File: config.mk
export PLATFORM = sky130hd
export DESIGN_NAME = spi_master_flat
export DESIGN_NICKNAME = d
export VERILOG_FILES = /design/src/rtl/spi_master_if.sv /design/src/rtl/spi_master.sv /design/src/flat_wrapper.sv
export SDC_FILE = /design/constraint.sdc
export NUM_CORES = 1
export LEC_CHECK = 0
export ABC_AREA = 0
export BUFFER_PORTS_ARGS = -buffer_cell sky130_fd_sc_hd__buf_2
export CAP_MARGIN = 20
export CORE_MARGIN = 2
export CORE_UTILIZATION = 50
export DETAILED_ROUTE_END_ITERATION = 7
export PLACE_DENSITY = 0.82
export SLEW_MARGIN = 20
export SYNTH_ARGS = -nofsm -noshare
export SYNTH_HDL_FRONTEND = slang
export SYNTH_SLANG_ARGS = --single-unit
File: constraint.sdc
create_clock -name clk -period 1.7 [get_ports clk]
set_input_delay 0.255 -clock clk [delete_from_list [all_inputs] [get_ports clk]]
set_output_delay 0.255 -clock clk [all_outputs]
set_load 0.005 [all_outputs]
File: src/rtl/spi_master_if.sv
// Parallel command side and serial pins of the SPI master.
// The master modport is the controller's view; the slave modport is the
// host/peer view driving commands and MISO.
interface spi_master_if #(
  parameter int unsigned MEM_WIDTH = 8
);
  logic                 start;
  logic [1:0]           cmd;
  logic [MEM_WIDTH-1:0] payload;
  logic                 busy;
  logic                 done;
  logic [MEM_WIDTH-1:0] rd_data;
  logic                 rd_valid;
  logic                 SS_n;
  logic                 MOSI;
  logic                 MISO;

  modport master (
    input  start, cmd, payload, MISO,
    output busy, done, rd_data, rd_valid, SS_n, MOSI
  );

  modport slave (
    output start, cmd, payload, MISO,
    input  busy, done, rd_data, rd_valid, SS_n, MOSI
  );
endinterface

File: src/rtl/spi_master.sv
// SPI master: serializes a {cmd, payload} frame MSB first under SS_n and,
// for read-data commands, captures the reply byte from MISO after a
// configurable turnaround. Serial clock is the system clock.
// Every pin is a register computed from the current state, so pins trail
// the state register by one cycle; RECV sampling is aligned to that lag.
module spi_master #(
  parameter int unsigned MEM_WIDTH  = 8,
  parameter int unsigned RD_LATENCY = 2
) (
  input logic          clk,
  input logic          rst_n,
  spi_master_if.master bus
);

  localparam int unsigned FrameW = MEM_WIDTH + 2;

  localparam logic [3:0] ShiftLast = 4'(FrameW - 1);
  localparam logic [3:0] TurnLast  = 4'(RD_LATENCY - 1);
  localparam logic [3:0] RecvLast  = 4'(MEM_WIDTH - 1);

  typedef enum logic [2:0] {
    StIdle,
    StSelect,
    StCmdBit,
    StShift,
    StTurn,
    StRecv,
    StEnd
  } state_e;

  state_e               state_q, state_d;
  logic [3:0]           cnt_q, cnt_d;
  logic [FrameW-1:0]    frame_q, frame_d;
  logic                 is_rd_q, is_rd_d;
  logic [MEM_WIDTH-1:0] rx_q, rx_d;

  logic                 ss_n_q, ss_n_d;
  logic                 mosi_q, mosi_d;
  logic                 busy_q, busy_d;
  logic                 done_q, done_d;
  logic                 rd_valid_q, rd_valid_d;
  logic [MEM_WIDTH-1:0] rd_data_q, rd_data_d;

  // Next state, frame shift register and MISO capture
  always_comb begin
    state_d = state_q;
    frame_d = frame_q;
    is_rd_d = is_rd_q;
    rx_d    = rx_q;
    unique case (state_q)
      StIdle: begin
        if (bus.start) begin
          state_d = StSelect;
          frame_d = {bus.cmd, bus.payload};
          is_rd_d = (bus.cmd == 2'b11);
        end
      end
      StSelect: state_d = StCmdBit;
      // The command MSB goes out here to steer the slave, then the whole
      // frame (including that bit again) follows in SHIFT.
      StCmdBit: state_d = StShift;
      StShift: begin
        frame_d = {frame_q[FrameW-2:0], 1'b0};
        if (cnt_q == ShiftLast) begin
          state_d = is_rd_q ? StTurn : StEnd;
        end
      end
      StTurn: begin
        if (cnt_q == TurnLast) begin
          state_d = StRecv;
        end
      end
      StRecv: begin
        rx_d = {rx_q[MEM_WIDTH-2:0], bus.MISO};
        if (cnt_q == RecvLast) begin
          state_d = StEnd;
        end
      end
      StEnd:   state_d = StIdle;
      default: state_d = StIdle;
    endcase
  end

  // Bit counter: clears on every state entry, counts only in multi-cycle states
  always_comb begin
    cnt_d = '0;
    if (state_d == state_q &&
        (state_q == StShift || state_q == StTurn || state_q == StRecv)) begin
      cnt_d = cnt_q + 4'd1;
    end
  end

  // Pin values decoded from the current state, registered below
  always_comb begin
    ss_n_d     = (state_q == StIdle) || (state_q == StEnd);
    mosi_d     = (state_q == StCmdBit || state_q == StShift) ? frame_q[FrameW-1] : 1'b0;
    busy_d     = (state_q != StIdle);
    done_d     = (state_q == StEnd);
    rd_valid_d = (state_q == StEnd) && is_rd_q;
    rd_data_d  = rd_data_q;
    if (rd_valid_d) begin
      rd_data_d = rx_q;
    end
  end

  // Control state registers
  always_ff @(posedge clk or negedge rst_n) begin
    if (!rst_n) begin
      state_q <= StIdle;
      cnt_q   <= '0;
      frame_q <= '0;
      is_rd_q <= 1'b0;
      rx_q    <= '0;
    end else begin
      state_q <= state_d;
      cnt_q   <= cnt_d;
      frame_q <= frame_d;
      is_rd_q <= is_rd_d;
      rx_q    <= rx_d;
    end
  end

  // Output registers
  always_ff @(posedge clk or negedge rst_n) begin
    if (!rst_n) begin
      ss_n_q     <= 1'b1;
      mosi_q     <= 1'b0;
      busy_q     <= 1'b0;
      done_q     <= 1'b0;
      rd_valid_q <= 1'b0;
      rd_data_q  <= '0;
    end else begin
      ss_n_q     <= ss_n_d;
      mosi_q     <= mosi_d;
      busy_q     <= busy_d;
      done_q     <= done_d;
      rd_valid_q <= rd_valid_d;
      rd_data_q  <= rd_data_d;
    end
  end

  assign bus.SS_n     = ss_n_q;
  assign bus.MOSI     = mosi_q;
  assign bus.busy     = busy_q;
  assign bus.done     = done_q;
  assign bus.rd_valid = rd_valid_q;
  assign bus.rd_data  = rd_data_q;

endmodule

File: src/flat_wrapper.sv
// flat-port wrapper written by rule: the top's interface ports become plain ports
module spi_master_flat 
#(
  parameter int unsigned MEM_WIDTH  = 8,
  parameter int unsigned RD_LATENCY = 2
)
  (clk, rst_n, bus_start, bus_cmd, bus_payload, bus_MISO, bus_busy, bus_done, bus_rd_data, bus_rd_valid, bus_SS_n, bus_MOSI);
  spi_master_if #(.MEM_WIDTH(MEM_WIDTH)) bus_i ();
  input logic clk;
  input logic rst_n;
  input wire logic [$bits(bus_i.start)-1:0] bus_start;
  input wire logic [$bits(bus_i.cmd)-1:0] bus_cmd;
  input wire logic [$bits(bus_i.payload)-1:0] bus_payload;
  input wire logic [$bits(bus_i.MISO)-1:0] bus_MISO;
  output wire logic [$bits(bus_i.busy)-1:0] bus_busy;
  output wire logic [$bits(bus_i.done)-1:0] bus_done;
  output wire logic [$bits(bus_i.rd_data)-1:0] bus_rd_data;
  output wire logic [$bits(bus_i.rd_valid)-1:0] bus_rd_valid;
  output wire logic [$bits(bus_i.SS_n)-1:0] bus_SS_n;
  output wire logic [$bits(bus_i.MOSI)-1:0] bus_MOSI;
  assign bus_i.start = bus_start;
  assign bus_i.cmd = bus_cmd;
  assign bus_i.payload = bus_payload;
  assign bus_i.MISO = bus_MISO;
  assign bus_busy = bus_i.busy;
  assign bus_done = bus_i.done;
  assign bus_rd_data = bus_i.rd_data;
  assign bus_rd_valid = bus_i.rd_valid;
  assign bus_SS_n = bus_i.SS_n;
  assign bus_MOSI = bus_i.MOSI;
  spi_master #(.MEM_WIDTH(MEM_WIDTH), .RD_LATENCY(RD_LATENCY)) u_core (.clk(clk), .rst_n(rst_n), .bus(bus_i));
endmodule
* After elaboration in Yosys (flattened, before gate mapping)
Index checks and enable logic that the tools add are counted.
Storage, ports and cells: RAM bits 0, logic and storage cells 45, ROM bits 0, memories kept 0, input port bits 14, bits in registers 39, output and inout bits 13, latch bits 0
Cells by class: multiply operators 0, equal/unequal tests 12, multiplexer cells 10, shift-type cells 0, $lt $le $gt $ge 0, add/subtract/negate cells 1, reduce and logical (&&, ||, !) cells 11, bitwise logic cells 0, divide/modulo/power cells 0
Operators with widths (count):
- $pmux 10 s2 | 1
- $pmux 3 s6 | 1
- $mux 3 | 4
- $mux 10 | 1
- $eq 3x3->1 const B | 3
- $eq 3x2->1 const B | 2
- $add 4x1->4 const B | 1
- $eq 4x1->1 const B | 1
- $eq 4x3->1 const B | 1
- $eq 4x4->1 const B | 1
- $logic_or 1x1->1 | 4
- $mux 4 | 1
- $reduce_and 2->1 | 2
- $eq 3x1->1 const B | 1
- $eq 3x3->1 | 1
- $logic_not 3->1 | 1
- $reduce_bool 3->1 | 1
- $eq 2x2->1 const B | 1
- $logic_and 1x1->1 | 2
- $mux 2 | 1
- $ne 2x2->1 const B | 1
- $reduce_bool 2->1 | 1
- $mux 1 | 1

* Longest topological paths before layout
depth after elaboration 6, gate-level depth with buffers 6, mapped depth without buffers 6

* Worst setup path after synthesis
Ideal clock, no wire load.
path kind register -> register, from reg u_core.state_q[2], to reg u_core.frame_q[2], cell stages (with the launch flop) 5, path slack 0.272 ns, setup time 0.122 ns, arrival 1.306 ns, required time 1.578 ns, buffers on the path 1, period minus slack after synthesis 1.428 ns, cell sequence dfrtp_1 > nor4b_4 > buf_6 > mux2i_1 > a21oi_2
Between the ends: longest elaborated chain between the ends 3, elaborated cells between the ends (all ways) 6, classes of those cells eq/ne (2); mux (1); reduce/logical (3)
RTL lines:
- from (decl) | line spi_master.sv:31 | state_e state_q, state_d;
- from (signal assigned) | line spi_master.sv:109 | state_q <= StIdle;
- from (signal assigned) | line spi_master.sv:115 | state_q <= state_d;
- $eq 3x2->1 / $logic_not 3->1 (equally long branches) | line spi_master.sv:50 | unique case (state_q)
- $reduce_bool 2->1 (no source line) / $ne 2x2->1 (equally long branches)
- $reduce_and 2->1 (no source line)
- to (signal assigned) | line spi_master.sv:117 | frame_q <= frame_d;
- to (decl) | line spi_master.sv:33 | logic [FrameW-1:0] frame_q, frame_d;
Parallel ways exist; a longest one is shown, timed or not. A chain may end at the register's enable or synchronous reset.

* Final worst setup path
from reg u_core.cnt_q[0], to reg u_core.cnt_q[1]
Between the ends: longest elaborated chain between the ends 6, elaborated cells between the ends (all ways) 11, classes of those cells add/sub (1); eq/ne (4); mux (5); reduce/logical (1)
RTL lines:
- from (decl) | line spi_master.sv:32 | logic [3:0] cnt_q, cnt_d;
- from (signal assigned) | line spi_master.sv:116 | cnt_q <= cnt_d;
- $eq 4x3->1 (tied with other cells) | line spi_master.sv:75 | if (cnt_q == RecvLast) begin
- $mux 3 (on tied branches) | line spi_master.sv:75, spi_master.sv:64, spi_master.sv:69
- $pmux 3 s6 * | line spi_master.sv:50
- net u_core.state_d[0] | line spi_master.sv:31
- $eq 3x3->1 * | line spi_master.sv:87 | if (state_d == state_q &&
- $logic_and 1x1->1 * | line spi_master.sv:87
- $mux 4 * | line spi_master.sv:87
- net u_core.cnt_d[1] | line spi_master.sv:32
Mark *: on every way through the listed nets, which the timed path passes. The rest lies on a longest branch.

==> flow_metrics.tcl <==
set metrics [dict create \
    fin_crit_ns 1.63 \
    p_int_mw 1.99 \
    netSwitchingFraction_pct 32.9 \
    endpoint "u_core.cnt_q[1]" \
    ys_types 34 \
    synth_area_leaders "dfrtp_1 (56%), mux2_2 (8.7%), mux2i_1 (5.9%), a21oi_2 (3.6%), nor2_1 (2.4%)" \
    crit_start "u_core.cnt_q[0]" \
    wl_per_cell_microns 12.9 \
    fin_ws_ns 0.0704 \
    fin_crit_sh_pct 95.9 \
    via_per_inst 5.13 \
    synth.most_common_cell "dfrtp_1" \
    nets 177 \
    cts_tree "yes" \
    ys_warn_count 0 \
    grt_pass1_wl_microns 4860 \
    antenna_found_initial 0 \
    fmax_ghz 0.614 \
    seq_area_frac_synth_pct 57.8 \
    hold_class "in2reg" \
    status "finished clean" \
    ys.flop_type "dfrtp_1" \
    dr.pass1.iters 4 \
    power_density_nw_per_um2 1500 \
    rows 21 \
    r2r-start "u_core.cnt_q[0]" \
    via_count 1068 \
    slew_headroom_pct 69.5 \
    drt_iter0_markers 29 \
    slew_violations 0 \
    power_leakage_nw 0.941 \
    clkPwrFrac_pct 25.0 \
    synth_common_cells "dfrtp_1 (38), mux2_2 (13), nor2_1 (11), mux2i_1 (10), a21oi_2 (7)" \
    skew_ns 0.00916 \
    pwr-share-seq_pct 45.8 \
    grtUsageMet2_pct 27.0 \
    grt_pass1_vias 1124 \
    synth_area_per_cell_sq_um 13.2 \
    port_buffers 26 \
    cts_sinks 39 \
    gr-usage-met3_pct 3.99 \
    hpwl_microns 1940 \
    clk_path_buf_depth 2 \
    gp_congestion 0.742 \
    drt-total-wl_microns 2680 \
    yosysTopAreaCellShare_pct 56.2 \
    place_ws_ns 0.134 \
    met1_usage_pct 18.9 \
    r2r_cells 5 \
    end_kind "register" \
    critical_path_required_ns 1.94 \
    r2r_slack_ns 0.07 \
    cp-start-kind "register" \
    finalSetupTns_ns 0 \
    drive_gt1_share_pct 39.5 \
    clkTransAtPathRegs_ns 0.11 \
    max_cap_violations 0 \
    synthesis.area_sq_um 1690 \
    grt_max_degree 40 \
    synthArstFlopShare_pct 100 \
    die_width_microns 62.2 \
    grt_setup_unrepaired "false" \
    grtUsageTotal_pct 16.0 \
    die_h_microns 62.2 \
    synth-seq-cells 39 \
    areaGrowthSynthToFinish_pct 17.5 \
    setup_viol 0 \
    overflow 0 \
    drcViolationCount 0 \
    synth_edf_count 0 \
    core_sq_um 3280 \
    vdd_ir_drop_max_uv 839 \
    ioPinCount 27 \
    cts_made_buffers 5 \
    drtAntennaViolNets 0 \
    holdPathStages 2 \
    netlist_instances 128 \
    arrival_ns 1.87 \
    synth_area_leader_cell "dfrtp_1" \
    diodes 0 \
    clk_latency_ns 0.33 \
    h-tree-depth 2 \
    r2r_end "u_core.cnt_q[1]" \
    busiest_layer "met2" \
    worst_slew_pin_slew_ns 0.457 \
    cts_setup_buffers 0 \
    report.final.hold_viol_count 0 \
    clockRootBuffer "clkbuf_4" \
    initial_core_util_pct 51.5 \
    pwr-share-comb_pct 29.2 \
    die_area_sq_um 3860 \
    p_sw_mw 0.979 \
    synth_nets 144 \
    crit_type "reg2reg" \
    worst-path-max-fanout 4 \
]
## per-stage QoR
| step | util (%) | cell area, sq um | hold WS (ns) | cells | total power [mW] |
|---|---|---|---|---|---|
| detailed placement | 57.1 | 1880 | 0.327 | 199 | 2.25 |
| finish | 60.5 | 1990 | 0.153 | 208 | 2.97 |
| floorplan | - | 1690 | -0.0406 | 128 | 2.05 |
| global placement | 57.1 | 1880 | 0.317 | 199 | 2.18 |
| CTS | 60.5 | 1990 | 0.141 | 208 | 3.00 |
| global route | 60.5 | 1990 | 0.145 | 208 | 3.18 |
## kinds of logic (layout without fill, tap and decap cells)
group                    count (synthesis)  in the layout  share of synthesized area (%)
adder cells (fa/ha/maj)                  2              2                           1.48
flip-flops                              39             39                           57.8
XOR/XNOR                                 2              2                           1.04
AND/OR/NAND/NOR                         29             29                           10.4
buffers and inverters                    8             42                           3.11
multiplexers                            26             26                           16.6
AO/OA/AOI/OAI                           22             22                           9.69
## layout make-up
cell class | count | area, sq um
Clock buffer | 6 | 41.3
Clock inverter | 2 | 60.1
Fill cell | 281 | 1300
Inverter | 4 | 15.0
Multi-Input combinational cell | 81 | 662
Sequential cell | 39 | 977
Tap cell | 46 | 57.6
Timing Repair Buffer | 30 | 175
## per-layer routing
layer / vias up / share of wire (%)
met5: - / 0
met4: 0 / 1.7
met3: 5 / 3.5
met2: 23 / 51
met1: 523 / 44
li1: 517 / -
## what timing repair did
item,4_1_cts,5_1_grt
hold buffers,1,0
endpoints found under the hold margin,38,0
gates resized for setup,0,0
## registers in the layout, indices dropped and copies added, names as in the netlist, 3 cells and up
signal,flops
u_core.cnt_q,4
u_core.rx_q,8
u_core.frame_q,10
u_core.state_q,3
u_core.bus.rd_data,8
## worst max-delay path: stages, from the launching register on
cell and delay (ns):
dfrtp_1 0.41, ha_1 0.20, nand3b_1 0.18, a221oi_2 0.34, nand2_2 0.12, a211oi_1 0.28
## placed cells by master, fill, tap and decap left out, types with 2 or more instances in the layout
cell type / Yosys / routed
mux2i_1: 10 / 10
inv_1: 4 / 4
dfrtp_1: 38 / 38
nor2_1: 11 / 11
mux2_2: 13 / 13
bufinv_16: 0 / 2
nand3_1: 3 / 3
o21a_1: 2 / 2
mux2_1: 3 / 3
nand2_1: 2 / 2
buf_4: 2 / 2
buf_2: 0 / 26
o21ai_0: 2 / 2
a21oi_2: 7 / 7
nand3b_1: 2 / 2
ha_1: 2 / 2
a21oi_1: 3 / 3
clkbuf_4: 0 / 5
nand2_2: 3 / 3
a211oi_1: 3 / 3
## worst min-delay path by stage
stage	end	startpoint	slack [ns]
floorplan	u_core.bus.MOSI	rst_n	-0.04
global placement	u_core.bus.rd_valid	rst_n	0.32
detailed placement	u_core.bus.rd_valid	rst_n	0.33
CTS	u_core.rx_q[0]	bus_MISO	0.14
global route	u_core.rx_q[0]	bus_MISO	0.14
finish	u_core.rx_q[0]	bus_MISO	0.15
## power groups by stage
| stage | registers (mW) | clock network (mW) | logic (mW) |
|---|---|---|---|
| after floorplan | 1.31 | 0 | 0.744 |
| after global placement | 1.36 | 0 | 0.820 |
| after detailed placement | 1.38 | 0 | 0.867 |
| after CTS | 1.36 | 0.762 | 0.877 |
| after global routing | 1.40 | 0.808 | 0.973 |
| final | 1.36 | 0.743 | 0.869 |
(Power assumes the default switching activity.)
